===== src/rtl/sd_operand_tx.sv =====
// Radix-2 signed-digit type shared by the online operators.
package rbr_pkg;

  typedef struct packed {
    logic plus;
    logic minus;
  } signed_digit;

endpackage

// sd_operand_tx: takes x/y/z two's-complement fractions over a valid/ready
// handshake and streams them most-significant digit first as radix-2 signed
// digits, one digit per operand per advance. Each set is followed by
// FLUSH_CYCLES zero digits. A pending buffer lets the next set follow the
// current one with no idle cycle. WIDTH must be at least 2.
module sd_operand_tx
  import rbr_pkg::*;
#(
  parameter int WIDTH        = 32,
  parameter int FLUSH_CYCLES = 4,
  parameter int RECODE       = 0
) (
  input  logic             clk,
  input  logic             rst,
  input  logic             in_valid,
  output logic             in_ready,
  input  logic [WIDTH-1:0] in_x,
  input  logic [WIDTH-1:0] in_y,
  input  logic [WIDTH-1:0] in_z,
  input  logic             out_ready,
  output logic             en,
  output signed_digit      x,
  output signed_digit      y,
  output signed_digit      z,
  output logic             frame_start,
  output logic             frame_last,
  output logic             busy
);

  localparam int CW = $clog2(WIDTH + FLUSH_CYCLES + 1);
  localparam logic [CW-1:0] LAST_DATA  = CW'(WIDTH - 1);
  localparam logic [CW-1:0] LAST_FLUSH = CW'(WIDTH + FLUSH_CYCLES - 1);
  localparam bit HAS_FLUSH = (FLUSH_CYCLES > 0);

  typedef enum logic [1:0] {
    IDLE,
    STREAM,
    FLUSH
  } state_t;

  state_t state, state_nxt;
  logic [CW-1:0] cnt, cnt_nxt;

  // Active operands are shift registers: the MSB is always the current bit
  // b_i and the bit below it is b_{i+1}; zeros shift in, so b_WIDTH = 0.
  logic [WIDTH-1:0] act_x, act_y, act_z;
  logic [WIDTH-1:0] pend_x, pend_y, pend_z;
  logic             pend_full;

  logic accept, adv;
  logic load_in, load_pend, fill_pend, shift_act, frame_end;

  assign in_ready = !pend_full;
  assign accept   = in_valid && in_ready;
  assign adv      = (state != IDLE) && out_ready;
  assign en       = adv;
  assign busy     = (state != IDLE);

  // Maps the current bit (and the next one for Booth) to a signed digit.
  function automatic signed_digit encode_digit(input logic b_cur,
                                               input logic b_nxt,
                                               input logic first);
    signed_digit d;
    if (RECODE != 0) begin
      d.plus  = b_nxt & ~b_cur;
      d.minus = b_cur & ~b_nxt;
    end else if (first) begin
      d.plus  = 1'b0;
      d.minus = b_cur;
    end else begin
      d.plus  = b_cur;
      d.minus = 1'b0;
    end
    return d;
  endfunction

  // Control state, digit counter and pending-full flag.
  always_ff @(posedge clk) begin
    if (rst) begin
      state     <= IDLE;
      cnt       <= '0;
      pend_full <= 1'b0;
    end else begin
      state <= state_nxt;
      cnt   <= cnt_nxt;
      if (load_pend) begin
        pend_full <= 1'b0;
      end else if (fill_pend) begin
        pend_full <= 1'b1;
      end
    end
  end

  // Operand storage; contents are only meaningful while the flags say so.
  always_ff @(posedge clk) begin
    if (load_in) begin
      act_x <= in_x;
      act_y <= in_y;
      act_z <= in_z;
    end else if (load_pend) begin
      act_x <= pend_x;
      act_y <= pend_y;
      act_z <= pend_z;
    end else if (shift_act) begin
      act_x <= act_x << 1;
      act_y <= act_y << 1;
      act_z <= act_z << 1;
    end
    if (fill_pend) begin
      pend_x <= in_x;
      pend_y <= in_y;
      pend_z <= in_z;
    end
  end

  // Next state, counter and buffer moves; everything steps only on advance.
  always_comb begin
    state_nxt = state;
    cnt_nxt   = cnt;
    load_in   = 1'b0;
    load_pend = 1'b0;
    fill_pend = 1'b0;
    shift_act = 1'b0;
    frame_end = 1'b0;
    case (state)
      IDLE: begin
        if (accept) begin
          load_in   = 1'b1;
          cnt_nxt   = '0;
          state_nxt = STREAM;
        end
      end
      STREAM: begin
        if (adv) begin
          if (cnt == LAST_DATA) begin
            if (HAS_FLUSH) begin
              state_nxt = FLUSH;
              cnt_nxt   = cnt + CW'(1);
            end else begin
              frame_end = 1'b1;
            end
          end else begin
            shift_act = 1'b1;
            cnt_nxt   = cnt + CW'(1);
          end
        end
      end
      FLUSH: begin
        if (adv) begin
          if (cnt == LAST_FLUSH) begin
            frame_end = 1'b1;
          end else begin
            cnt_nxt = cnt + CW'(1);
          end
        end
      end
      default: state_nxt = IDLE;
    endcase
    if (frame_end) begin
      cnt_nxt = '0;
      if (pend_full) begin
        load_pend = 1'b1;
        state_nxt = STREAM;
      end else if (accept) begin
        load_in   = 1'b1;
        state_nxt = STREAM;
      end else begin
        state_nxt = IDLE;
      end
    end
    fill_pend = accept && !load_in;
  end

  // Digit and frame-marker outputs depend only on registered state, so they
  // hold steady while the sink stalls.
  always_comb begin
    x           = '0;
    y           = '0;
    z           = '0;
    frame_start = 1'b0;
    frame_last  = 1'b0;
    if (state == STREAM) begin
      x           = encode_digit(act_x[WIDTH-1], act_x[WIDTH-2], cnt == '0);
      y           = encode_digit(act_y[WIDTH-1], act_y[WIDTH-2], cnt == '0);
      z           = encode_digit(act_z[WIDTH-1], act_z[WIDTH-2], cnt == '0);
      frame_start = (cnt == '0);
      frame_last  = !HAS_FLUSH && (cnt == LAST_DATA);
    end else if (state == FLUSH) begin
      frame_last = (cnt == LAST_FLUSH);
    end
  end

endmodule


===== config.mk =====
export PLATFORM = sky130hd
export DESIGN_NAME = sd_operand_tx
export DESIGN_NICKNAME = d
export VERILOG_FILES = /design/src/rtl/sd_operand_tx.sv
export SDC_FILE = /design/constraint.sdc
export NUM_CORES = 1
export LEC_CHECK = 0
export BUFFER_PORTS_ARGS = -buffer_cell sky130_fd_sc_hd__buf_2
export CAP_MARGIN = 5
export CORE_ASPECT_RATIO = 0.9
export CORE_UTILIZATION = 55
export CTS_BUF_LIST = sky130_fd_sc_hd__clkbuf_16
export DETAILED_ROUTE_END_ITERATION = 10
export PLACE_DENSITY = 0.87
export SKIP_CTS_REPAIR_TIMING = 1
export SLEW_MARGIN = 20
export SYNTH_ARGS = -nofsm -noshare
export SYNTH_HDL_FRONTEND = slang
export SYNTH_SLANG_ARGS = --single-unit

===== constraint.sdc =====
create_clock -name clk -period 11.7 [get_ports clk]
set_input_delay 0.585 -clock clk [delete_from_list [all_inputs] [get_ports clk]]
set_output_delay 0.585 -clock clk [all_outputs]
set_load 0.005 [all_outputs]

==> metrics.md <==
| Metric | Value |
|---|---|
| Result of the run | `complete, no violations` |
| Flop and latch count out of synthesis | `201` |
| Routed via count | `4,687` |
| Global-route wire length before repair | `24,400 um` |
| Fin. max-slew vios | `0` |
| Number of diodes added for antenna fixing | `0` |
| Kind of start point of the critical path | `flip-flop` |
| Pin count of the biggest net entering global routing | `61` |
| Unique masters post-synth | `39` |
| Num rows | `43` |
| Die Ht | `122 um` |
| Count of endpoints failing setup in the final report | `0` |
| Later-pin clock latency in the skew report | `0.49 ns` |
| Worst hold path class | `input pin to flip-flop` |
| Cell at the root of the clock tree | `sky130_fd_sc_hd__clkbuf_16` |
| Number of antenna violations at the first check in global routing | `2` |
| Worst relative slew slack | `46.7%` |
| Clock-pin slew reported for the worst setup and hold paths after clock tree synthesis | `0.06 ns` |
| Number of nets with antenna violations after detailed routing | `0` |
| Number of cell instances on the worst register-to-register path | `7` |
| Commonest cells in the synthesized netlist | `192 x sky130_fd_sc_hd__edfxtp_1, 176 x sky130_fd_sc_hd__mux2_2, 11 x sky130_fd_sc_hd__mux2_1` |
| Category of the most critical setup path | `flip-flop to flip-flop` |
| Cell type contributing the most total cell area after synthesis | `sky130_fd_sc_hd__edfxtp_1` |
| Synthesized net count | `598` |
| Area overhead of the layout relative to synthesis | `15.4%` |
| Post-detailed-placement half-perimeter wirelength | `9990 um` |
| Effective utilization at floorplan | `56.6%` |
| Fraction of final layout cells sized beyond drive strength 1 | `52.0%` |
| Fraction of synthesized cell area taken by the top area cell type | `65.7%` |
| Sequential element share of the synthesized area | `67.8%` |
| Unrepaired setup endpoints after global routing | `no` |
| CTS Buf Count | `21` |
| Critical path endpoint category | `flip-flop` |
| # IOs | `111` |
| Number of maximum-capacitance violations | `0` |
| Overflow left after global routing | `0` |
| Static power due to leakage | `3.66 nW` |
| Final layout net count | `718` |
| Cell depth of the worst min-delay path | `1` |
| Final Hold Vio Count | `0` |
| Total global routing track utilization | `19.2%` |
| Clk_skew | `0.0119 ns` |
| Data arrival time of the critical path | `3.56 ns` |
| Final period demand of the worst path | `3.46 ns` |
| Die area | `0.0165 mm^2` |
| Maximum frequency from static timing analysis | `289 MHz` |
| Via count of the first global-routing pass | `4,853` |
| Routability congestion estimate | `0.847` |
| Power per cell area | `224 mW/mm^2` |
| Initial detailed-routing violation count | `235` |
| Count of buffers inserted at the top-level ports | `110` |
| Largest fanout of any net on the critical path | `60` |
| Number of buffers on the longest clock path | `3` |
| Final wirelength | `15,700 um` |
| Placeable core region | `0.0155 mm^2` |
| Worst endpoint required time | `11.81 ns` |
| Number of detailed-routing iterations run before antenna repair | `4` |
| Share of the clock period used by the worst path | `29.5%` |
| H-tree depth | `1` |
| Chip width | `135 um` |
| Slew of the pin with the lowest slew margin | `0.799 ns` |
| EDFF count, synth | `192` |
| Syn Area/Cell | `17.8 um^2` |
| Mapped cell area | `0.00877 mm^2` |
| Fraction of registers with async set/reset | `0%` |
| Dominant cells by area after synthesis | `sky130_fd_sc_hd__edfxtp_1 66%, sky130_fd_sc_hd__mux2_2 23%, sky130_fd_sc_hd__dfxtp_1 2.1%, sky130_fd_sc_hd__mux2_1 1.4%, sky130_fd_sc_hd__buf_6 0.77%` |
| Yosys warning total | `0` |
| IR drop worst, VDD | `0.137 mV` |
| TritonCTS clock tree | `yes` |
| # clock sinks | `201` |
| Worst hold-check slack | `0.282 ns` |
| Final Util | `65.3%` |
| Summed negative setup slack over all endpoints | `0 ns` |
| DRC violation count after routing | `0` |
| Post-synth top flop | `sky130_fd_sc_hd__edfxtp_1` |
| Cell count after synthesis | `493` |
| Routed wire per std cell | `18.9 um` |
| Most common cell in the synthesized netlist | `sky130_fd_sc_hd__edfxtp_1` |
| Vias/cell | `5.65` |
[cells by family (layout without fill, tap and decap cells)]
logic type / after synthesis / in the layout / share of synthesized area, %
buf+inv: 30 / 164 / 2.13
flops: 201 / 201 / 67.8
compound gates: 24 / 24 / 2.01
mux: 190 / 190 / 24.4
simple gates: 43 / 43 / 3.01
fa+ha+maj: 5 / 5 / 0.713
[per-stage QoR]
step | power, mW | std cells | instance area [um^2] | setup WS (ns)
after floorplan | 1.60 | 493 | 8770 | 3.05
after global placement | 1.67 | 792 | 9520 | 8.35
after detailed placement | 1.71 | 792 | 9520 | 8.26
after CTS | 2.30 | 829 | 10100 | 8.24
after global routing | 2.38 | 829 | 10100 | 8.00
final | 2.27 | 829 | 10100 | 8.24
[layout by cell type, fill, tap and decap left out, types with 2 or more instances in the layout]
cell type                   instances
sky130_fd_sc_hd__edfxtp_1         192
sky130_fd_sc_hd__mux2_2           176
sky130_fd_sc_hd__buf_2            110
sky130_fd_sc_hd__clkbuf_16         21
sky130_fd_sc_hd__inv_1             15
sky130_fd_sc_hd__mux2_1            11
sky130_fd_sc_hd__dfxtp_1            9
sky130_fd_sc_hd__nand2b_1           7
sky130_fd_sc_hd__and2_1             7
sky130_fd_sc_hd__buf_4              7
sky130_fd_sc_hd__nor2_1             5
sky130_fd_sc_hd__nand3_1            5
sky130_fd_sc_hd__ha_1               5
sky130_fd_sc_hd__clkinv_2           5
sky130_fd_sc_hd__nor3_1             4
sky130_fd_sc_hd__nand2_1            4
sky130_fd_sc_hd__o21ai_0            4
sky130_fd_sc_hd__clkinv_1           4
sky130_fd_sc_hd__a22o_1             3
sky130_fd_sc_hd__a21oi_1            3
sky130_fd_sc_hd__mux2i_1            3
sky130_fd_sc_hd__a32o_1             3
sky130_fd_sc_hd__and3_1             2
sky130_fd_sc_hd__a31oi_1            2
sky130_fd_sc_hd__a21o_1             2
sky130_fd_sc_hd__nand4_1            2
[state kept, by name, summed over array words and instances, names as in the netlist, 2 cells and up]
| name | count |
|---|---|
| act_x | 32 |
| act_y | 32 |
| act_z | 32 |
| cnt | 6 |
| pend_x | 32 |
| pend_y | 32 |
| pend_z | 32 |
| state | 2 |
[layout make-up]
| class | count | area [um^2] |
|---|---|---|
| Sequential cell | 201 | 5950 |
| Fill cell | 1096 | 5380 |
| Multi-Input combinational cell | 262 | 2680 |
| Timing Repair Buffer | 117 | 603 |
| Clock buffer | 21 | 526 |
| Tap cell | 202 | 253 |
| Clock inverter | 16 | 75.1 |
| Inverter | 10 | 37.5 |
[layer usage]
layer | GRT usage, % | share of wire (%)
met4 | 5.69 | 2.1
met2 | 33.1 | 50
met3 | 4.20 | 5.1
met1 | 24.5 | 42
met5 | 0 | 0.083
[path summary, 6_finish.rpt]
kind                                  end      from  slack [ns]
worst min register to register   state[0]  state[0]        0.50
worst max register to register   act_y[0]  state[1]        8.24
worst min-delay path            pend_y[9]   in_y[9]        0.28
worst max-delay path             act_y[0]  state[1]        8.24
[report_power, final]
group          switching [mW]  internal [mW]  leakage (nW)
clock network           0.255          0.326         0.316
logic                   0.272          0.283          1.47
registers              0.0542           1.08          1.87
[worst max-delay path, stage by stage, from the launching register on]
cell and delay, ns:
sky130_fd_sc_hd__dfxtp_1 0.37, sky130_fd_sc_hd__inv_1 0.08, sky130_fd_sc_hd__ha_1 0.26, sky130_fd_sc_hd__and4b_1 0.40
sky130_fd_sc_hd__nand3_4 0.49, sky130_fd_sc_hd__buf_4 0.56, sky130_fd_sc_hd__o221ai_4 0.16, sky130_fd_sc_hd__buf_4 0.66
Power figures use the tool's default switching activity.
